[config.mk]
export PLATFORM = sky130hd
export DESIGN_NAME = volume_peak_scheduler_flat
export DESIGN_NICKNAME = d
export VERILOG_FILES = /design/src/rtl/volume_peak_scheduler_pkg.sv /design/src/rtl/volume_peak_scheduler_if.sv /design/src/rtl/volume_peak_scheduler_window_peak_detector.sv /design/src/rtl/volume_peak_scheduler.sv /design/src/flat_wrapper.sv
export SDC_FILE = /design/constraint.sdc
export NUM_CORES = 1
export LEC_CHECK = 0
export BUFFER_PORTS_ARGS = -buffer_cell sky130_fd_sc_hd__buf_2
export CORE_ASPECT_RATIO = 2
export CORE_MARGIN = 2
export CORE_UTILIZATION = 30
export DETAILED_ROUTE_END_ITERATION = 8
export SYNTH_ARGS = -nofsm -noshare
export SYNTH_HDL_FRONTEND = slang
export SYNTH_SLANG_ARGS = --single-unit
[constraint.sdc]
create_clock -name clk -period 3.3 [get_ports clk]
set_clock_uncertainty 0.2 [all_clocks]
set_input_delay 0.165 -clock clk [delete_from_list [all_inputs] [get_ports clk]]
set_output_delay 0.165 -clock clk [all_outputs]
set_load 0.05 [all_outputs]
[src/rtl/volume_peak_scheduler_pkg.sv]
// Shared types and widths for the LED bar-graph volume datapath.
// Included by the window detector, the bus interface and the scheduler top.
package volume_peak_scheduler_pkg;

  localparam int LEVEL_W     = 4;
  localparam int MIC_W       = 12;
  localparam int LEVEL_SHIFT = 8;

  typedef enum logic [1:0] {
    TRACK = 2'd0,
    HOLD  = 2'd1,
    DECAY = 2'd2
  } peak_state_t;

  // One bar level spans 256 mic counts, so the level is the top nibble of the sample.
  function automatic logic [LEVEL_W-1:0] level_of(input logic [MIC_W-1:0] sample);
    return sample[LEVEL_SHIFT +: LEVEL_W];
  endfunction

endpackage

[src/rtl/volume_peak_scheduler_if.sv]
// Sample-in / level-out bus between the mic front end, the scheduler and the LED bar decoder.
// The master side drives samples and the switch; the slave side returns the bar level.
interface volume_peak_scheduler_if;
  import volume_peak_scheduler_pkg::*;

  logic [MIC_W-1:0]   mic_in;
  logic               mic_valid;
  logic               led_data_sw;
  logic [LEVEL_W-1:0] volume_level;
  logic               level_valid;

  modport master (
    output mic_in,
    output mic_valid,
    output led_data_sw,
    input  volume_level,
    input  level_valid
  );

  modport slave (
    input  mic_in,
    input  mic_valid,
    input  led_data_sw,
    output volume_level,
    output level_valid
  );

endinterface

[src/rtl/volume_peak_scheduler_window_peak_detector.sv]
// Splits the mic sample stream into fixed-length windows and reports each window's
// peak as a bar level, with a one-cycle win_done strobe after the window closes.
module window_peak_detector
  import volume_peak_scheduler_pkg::*;
#(
  parameter int WINDOW_SAMPLES = 2000
)(
  input  logic               clk,
  input  logic               rst_n,
  input  logic [MIC_W-1:0]   mic_in,
  input  logic               mic_valid,
  output logic [LEVEL_W-1:0] win_level,
  output logic               win_done
);

  localparam int CNT_W = (WINDOW_SAMPLES > 2) ? $clog2(WINDOW_SAMPLES) : 1;
  localparam logic [CNT_W-1:0] LAST_SAMPLE = CNT_W'(WINDOW_SAMPLES - 1);

  logic [CNT_W-1:0] sample_cnt;
  logic [MIC_W-1:0] win_max;
  logic [MIC_W-1:0] next_max;

  // The closing sample still has to take part in the window maximum.
  assign next_max = (mic_in > win_max) ? mic_in : win_max;

  always_ff @(posedge clk or negedge rst_n) begin
    if (!rst_n) begin
      sample_cnt <= '0;
      win_max    <= '0;
      win_level  <= '0;
      win_done   <= 1'b0;
    end else begin
      win_done <= 1'b0;
      if (mic_valid) begin
        if (sample_cnt == LAST_SAMPLE) begin
          win_level  <= level_of(next_max);
          win_max    <= '0;
          sample_cnt <= '0;
          win_done   <= 1'b1;
        end else begin
          win_max    <= next_max;
          sample_cnt <= sample_cnt + CNT_W'(1);
        end
      end
    end
  end

endmodule

[src/rtl/volume_peak_scheduler.sv]
// Peak-hold/decay scheduler for the LED bar graph: windows the mic samples, tracks a
// held peak per window and publishes either the live or the held level to the decoder.
module volume_peak_scheduler
  import volume_peak_scheduler_pkg::*;
#(
  parameter int WINDOW_SAMPLES = 2000,
  parameter int HOLD_WINDOWS   = 5,
  parameter int DECAY_WINDOWS  = 1
)(
  input  logic                   clk,
  input  logic                   rst_n,
  volume_peak_scheduler_if.slave bus
);

  localparam int HOLD_W  = (HOLD_WINDOWS  > 2) ? $clog2(HOLD_WINDOWS)  : 1;
  localparam int DECAY_W = (DECAY_WINDOWS > 2) ? $clog2(DECAY_WINDOWS) : 1;
  localparam logic [HOLD_W-1:0]  HOLD_RELOAD  = HOLD_W'(HOLD_WINDOWS - 1);
  localparam logic [DECAY_W-1:0] DECAY_RELOAD = DECAY_W'(DECAY_WINDOWS - 1);

  logic [LEVEL_W-1:0] win_level;
  logic               win_done;

  peak_state_t        state;
  peak_state_t        state_nxt;
  logic [LEVEL_W-1:0] peak;
  logic [LEVEL_W-1:0] peak_nxt;
  logic [LEVEL_W-1:0] decayed;
  logic [HOLD_W-1:0]  hold_cnt;
  logic [HOLD_W-1:0]  hold_nxt;
  logic [DECAY_W-1:0] decay_cnt;
  logic [DECAY_W-1:0] decay_nxt;

  logic sw_meta;
  logic sw_sync;
  logic update_pending;

  window_peak_detector #(
    .WINDOW_SAMPLES(WINDOW_SAMPLES)
  ) u_window (
    .clk      (clk),
    .rst_n    (rst_n),
    .mic_in   (bus.mic_in),
    .mic_valid(bus.mic_valid),
    .win_level(win_level),
    .win_done (win_done)
  );

  always_ff @(posedge clk or negedge rst_n) begin
    if (!rst_n) begin
      state     <= TRACK;
      peak      <= '0;
      hold_cnt  <= '0;
      decay_cnt <= '0;
    end else begin
      state     <= state_nxt;
      peak      <= peak_nxt;
      hold_cnt  <= hold_nxt;
      decay_cnt <= decay_nxt;
    end
  end

  // A new or equal window level always wins and re-arms the hold, whatever the state.
  always_comb begin
    state_nxt = state;
    peak_nxt  = peak;
    hold_nxt  = hold_cnt;
    decay_nxt = decay_cnt;
    decayed   = peak;
    if (win_done) begin
      if (win_level >= peak) begin
        peak_nxt  = win_level;
        hold_nxt  = HOLD_RELOAD;
        state_nxt = HOLD;
      end else begin
        unique case (state)
          HOLD: begin
            if (hold_cnt == '0) begin
              decay_nxt = DECAY_RELOAD;
              state_nxt = DECAY;
            end else begin
              hold_nxt = hold_cnt - HOLD_W'(1);
            end
          end
          DECAY: begin
            if (decay_cnt == '0) begin
              decayed   = peak - LEVEL_W'(1);
              decay_nxt = DECAY_RELOAD;
            end else begin
              decay_nxt = decay_cnt - DECAY_W'(1);
            end
            // peak > win_level here, so the drop can meet but never pass zero.
            if (decayed <= win_level) begin
              peak_nxt  = win_level;
              state_nxt = TRACK;
            end else begin
              peak_nxt = decayed;
            end
          end
          TRACK: begin
            peak_nxt = win_level;
          end
          default: begin
            state_nxt = TRACK;
          end
        endcase
      end
    end
  end

  always_ff @(posedge clk or negedge rst_n) begin
    if (!rst_n) begin
      sw_meta <= 1'b0;
      sw_sync <= 1'b0;
    end else begin
      sw_meta <= bus.led_data_sw;
      sw_sync <= sw_meta;
    end
  end

  // The output is taken one cycle after the FSM so it sees the updated peak.
  always_ff @(posedge clk or negedge rst_n) begin
    if (!rst_n) begin
      update_pending   <= 1'b0;
      bus.level_valid  <= 1'b0;
      bus.volume_level <= '0;
    end else begin
      update_pending  <= win_done;
      bus.level_valid <= update_pending;
      if (update_pending) begin
        bus.volume_level <= sw_sync ? peak : win_level;
      end
    end
  end

endmodule

[src/flat_wrapper.sv]
// flat-port wrapper written by rule: the top's interface ports become plain ports
module volume_peak_scheduler_flat import volume_peak_scheduler_pkg::*;
#(
  parameter int WINDOW_SAMPLES = 2000,
  parameter int HOLD_WINDOWS   = 5,
  parameter int DECAY_WINDOWS  = 1
)
  (clk, rst_n, bus_mic_in, bus_mic_valid, bus_led_data_sw, bus_volume_level, bus_level_valid);
  volume_peak_scheduler_if bus_i ();
  input  logic clk;
  input  logic rst_n;
  input wire logic [$bits(bus_i.mic_in)-1:0] bus_mic_in;
  input wire logic [$bits(bus_i.mic_valid)-1:0] bus_mic_valid;
  input wire logic [$bits(bus_i.led_data_sw)-1:0] bus_led_data_sw;
  output wire logic [$bits(bus_i.volume_level)-1:0] bus_volume_level;
  output wire logic [$bits(bus_i.level_valid)-1:0] bus_level_valid;
  assign bus_i.mic_in = bus_mic_in;
  assign bus_i.mic_valid = bus_mic_valid;
  assign bus_i.led_data_sw = bus_led_data_sw;
  assign bus_volume_level = bus_i.volume_level;
  assign bus_level_valid = bus_i.level_valid;
  volume_peak_scheduler #(.WINDOW_SAMPLES(WINDOW_SAMPLES), .HOLD_WINDOWS(HOLD_WINDOWS), .DECAY_WINDOWS(DECAY_WINDOWS)) u_core (.clk(clk), .rst_n(rst_n), .bus(bus_i));
endmodule
==> metrics <==
fillcell total 844; crit path time final 2.66 ns; outcome complete, no violations; yosys warns 0; unrepaired setup endpoints after global routing no; Ports 21; Seq/Total Area, Yosys 0.441; Post-synth EDFFs 0; Sw Pwr 0.568 mW; crit path launch bus_mic_in[11]; Worst Reg-to-Reg Cells 10; cell area after synthesis 0.00256 mm2; TNS Setup 0 ns; CP Capture Type flop; clock network fraction of total power 0.291; Critical Path Sink u_core.u_window.win_max[7]; P&R area growth vs syn 18.7%; GRT overflow 0; dpl ws 0.680 ns; CP Data Arrival Time 2.68 ns; Hold Violations, Final 0; register-to-register path setup slack 0.65 ns; Reg clk slew, reported paths 0.07 ns; PwrDens 573 mW/mm2; initial antenna violation count 0; Syn Area/Cell 10.6 um2; Clock Latency Late Sink 0.29 ns; top_reg_cell synth dfrtp_1; largest net degree at the start of global routing 46; post-CTS sizing 0; Total Routing Usage GR 0.114; Net count, final 317; remaining antenna violation count 0; drt first pass iters 4; Starting Density 0.308; CTS Buf Count 5; CTS tree done; DR vias 1885; ANT cells 0; Sw Ratio 0.326; post-synthesis net count 282; Logic pwr share 0.285; Max Slew Vio Count 0; layout cells sized above 1 0.147; Min-Delay Path Class reg -> reg; Clock Tree Root clkbuf_16; postcts setup bufs 0; achievable clock frequency 0.377 GHz; non-filler cells, final 376; Cells after Synth 242; worst setup path class in -> reg; Routability Congestion 0.740; first-pass GRT wire length 8.56 mm; relative slew slack 0.328; placed instance count 353; die height 135 um; Worst Path Max Fanout 12; #FFs+latches synth 45; worst r2r src u_core.peak[0]; internal power 1.17 mW; Final WS setup 0.645 ns; number of global-route vias before repair 1901; clock sink count 45; asr flop ratio synth 1.00; Max Cap Viol 0; Post-route DRC 0; Critical Path RT 3.33 ns; startpoint class of the critical path primary input; dpl hpwl 3.44 mm; Least-Margin Pin Slew 1.01 ns; leak pwr 1.44 nW; DIE AREA 0.00932 mm2; initial detailed-routing violation count 117; endpoints failing setup 0; period utilization 0.805; Detailed Route WL 4.82 mm; Worst Hold Launch u_core.sw_meta; Worst R2R End u_core.peak[2]; CORE AREA 0.00829 mm2; port bufs 20; CTS Buffer Depth 2; Rows 47; H-tree depth 2; wire per inst 12.8 um; sequential share of power 0.424; maximum vdd drop 0.400 mV; via density per instance 5.01; width of the die 69.3 um; synth unique cells 45
placed cells by master (no fill, tap or decap), drive strengths merged, types with 2 or more instances in the layout:
master        n
dlygate4sd3  15
mux2i         8
nor2b         3
nor2         15
ha           24
nand2        18
o221ai        5
a22o         12
buf          20
inv          28
and3          4
nand3        10
a211o         2
nand4         5
dfrtp        45
xor2          5
a32o          2
o21ai         9
o211ai        4
and2          2
and4          2
a21oi        13
xnor2         6
o21a          2
clkbuf        5
nand2b        2
cells in the mapped netlist, types with 2 or more instances:
cell type   n  area [um2]
a21oi_1     9        45.0
and2_1      2        12.5
o21ai_0     6        30.0
o21ai_2     2        17.5
xnor2_1     6        52.6
nand3_1    10        50.1
inv_1      27         101
o21a_1      2        15.0
nand2_1    18        67.6
nor2_1     15        56.3
ha_1       24         300
and3_1      3        18.8
nand4_1     3        18.8
a32o_1      2        20.0
a21oi_4     3        48.8
clkbuf_1    2        7.51
mux2i_1     8        80.1
xor2_1      5        43.8
buf_2       2        10.0
a22o_1     12         105
nand2b_1    2        12.5
and4_1      2        17.5
dfrtp_1    45        1130
o221ai_1    5        43.8
o211ai_1    3        22.5
nor2b_1     3        18.8
a211o_1     2        17.5
nand4_2     2        25.0
state kept, by name, summed over array words and instances (netlist names), 2 cells and up:
name / cells
u_core.bus.volume_level: 4
u_core.hold_cnt: 3
u_core.peak: 4
u_core.state: 2
u_core.u_window.sample_cnt: 11
u_core.u_window.win_level: 4
u_core.u_window.win_max: 12
layout make-up:
type                       count  area (um2)  share of cell area
sequential                    45        1130               0.371
multi-input combinational    163        1290               0.425
clock inverter                 3        21.3             0.00701
inverter                      27         101              0.0334
clock buffer                   5         125              0.0412
tap                           98         123              0.0404
timing repair buffer          35         250              0.0824
critical path: stages:
cell and delay [ns]:
dlygate4sd3_1 0.53, buf_2 0.14, ha_1 0.35, a21oi_4 0.15, o21ai_2 0.08, a2111oi_4 0.37, a21oi_4 0.16, o21ai_2 0.50
a22o_1 0.22
how the worst min path moves through the flow:
stage                                   endpoint  slack [ns]  depth (start not counted)
after global routing              u_core.sw_sync        0.17                          0
final                             u_core.sw_sync        0.15                          0
after floorplan           u_core.bus.level_valid       -0.33                          0
after global placement            u_core.sw_meta        0.08                          1
after CTS                         u_core.sw_sync        0.15                          0
after detailed placement          u_core.sw_meta        0.07                          1
metrics by stage:
| stage | hold slack [ns] | instance area [um2] | total power, mW | util |
|---|---|---|---|---|
| after floorplan | -0.331 | 2560 | 1.14 | - |
| after global placement | 0.0768 | 2740 | 1.23 | 0.330 |
| after detailed placement | 0.0744 | 2740 | 1.24 | 0.330 |
| after CTS | 0.151 | 3040 | 1.78 | 0.366 |
| after global routing | 0.168 | 3040 | 1.86 | 0.366 |
| final | 0.148 | 3040 | 1.74 | 0.366 |
power by group through the flow:
stage          Clock, mW  Combinational, mW  Sequential [mW]
2_1_floorplan          0              0.413            0.725
3_3_place_gp           0              0.483            0.743
3_5_place_dp           0              0.495            0.745
4_1_cts            0.530              0.508            0.738
5_1_grt            0.537              0.571            0.753
6_report           0.507              0.495            0.737
metal layers:
metal | up-vias | routed length (um) | global-route usage
met5 | - | 0 | 0
met4 | 0 | 98 | 0.0566
met3 | 6 | 120 | 0.0254
met2 | 21 | 2640 | 0.205
met1 | 926 | 1960 | 0.125
li1 | 932 | - | -
kinds of logic (layout without fill, tap and decap cells):
kind of cell,count (synthesis),count (layout),synth area share
AO/OA/AOI/OAI,56,56,0.183
XOR/XNOR,11,11,0.0377
adder cells (fa/ha/maj),24,24,0.117
buffers and inverters,34,70,0.0553
flip-flops,45,45,0.441
multiplexers,8,8,0.0313
AND/OR/NAND/NOR,64,64,0.135
timing repair:
| item | CTS | global route |
|---|---|---|
| hold buffers | 15 | 0 |
| hold endpoints to repair | 64 | 0 |
| setup endpoints to repair | 0 | 0 |
Power figures use the tool's default switching activity.
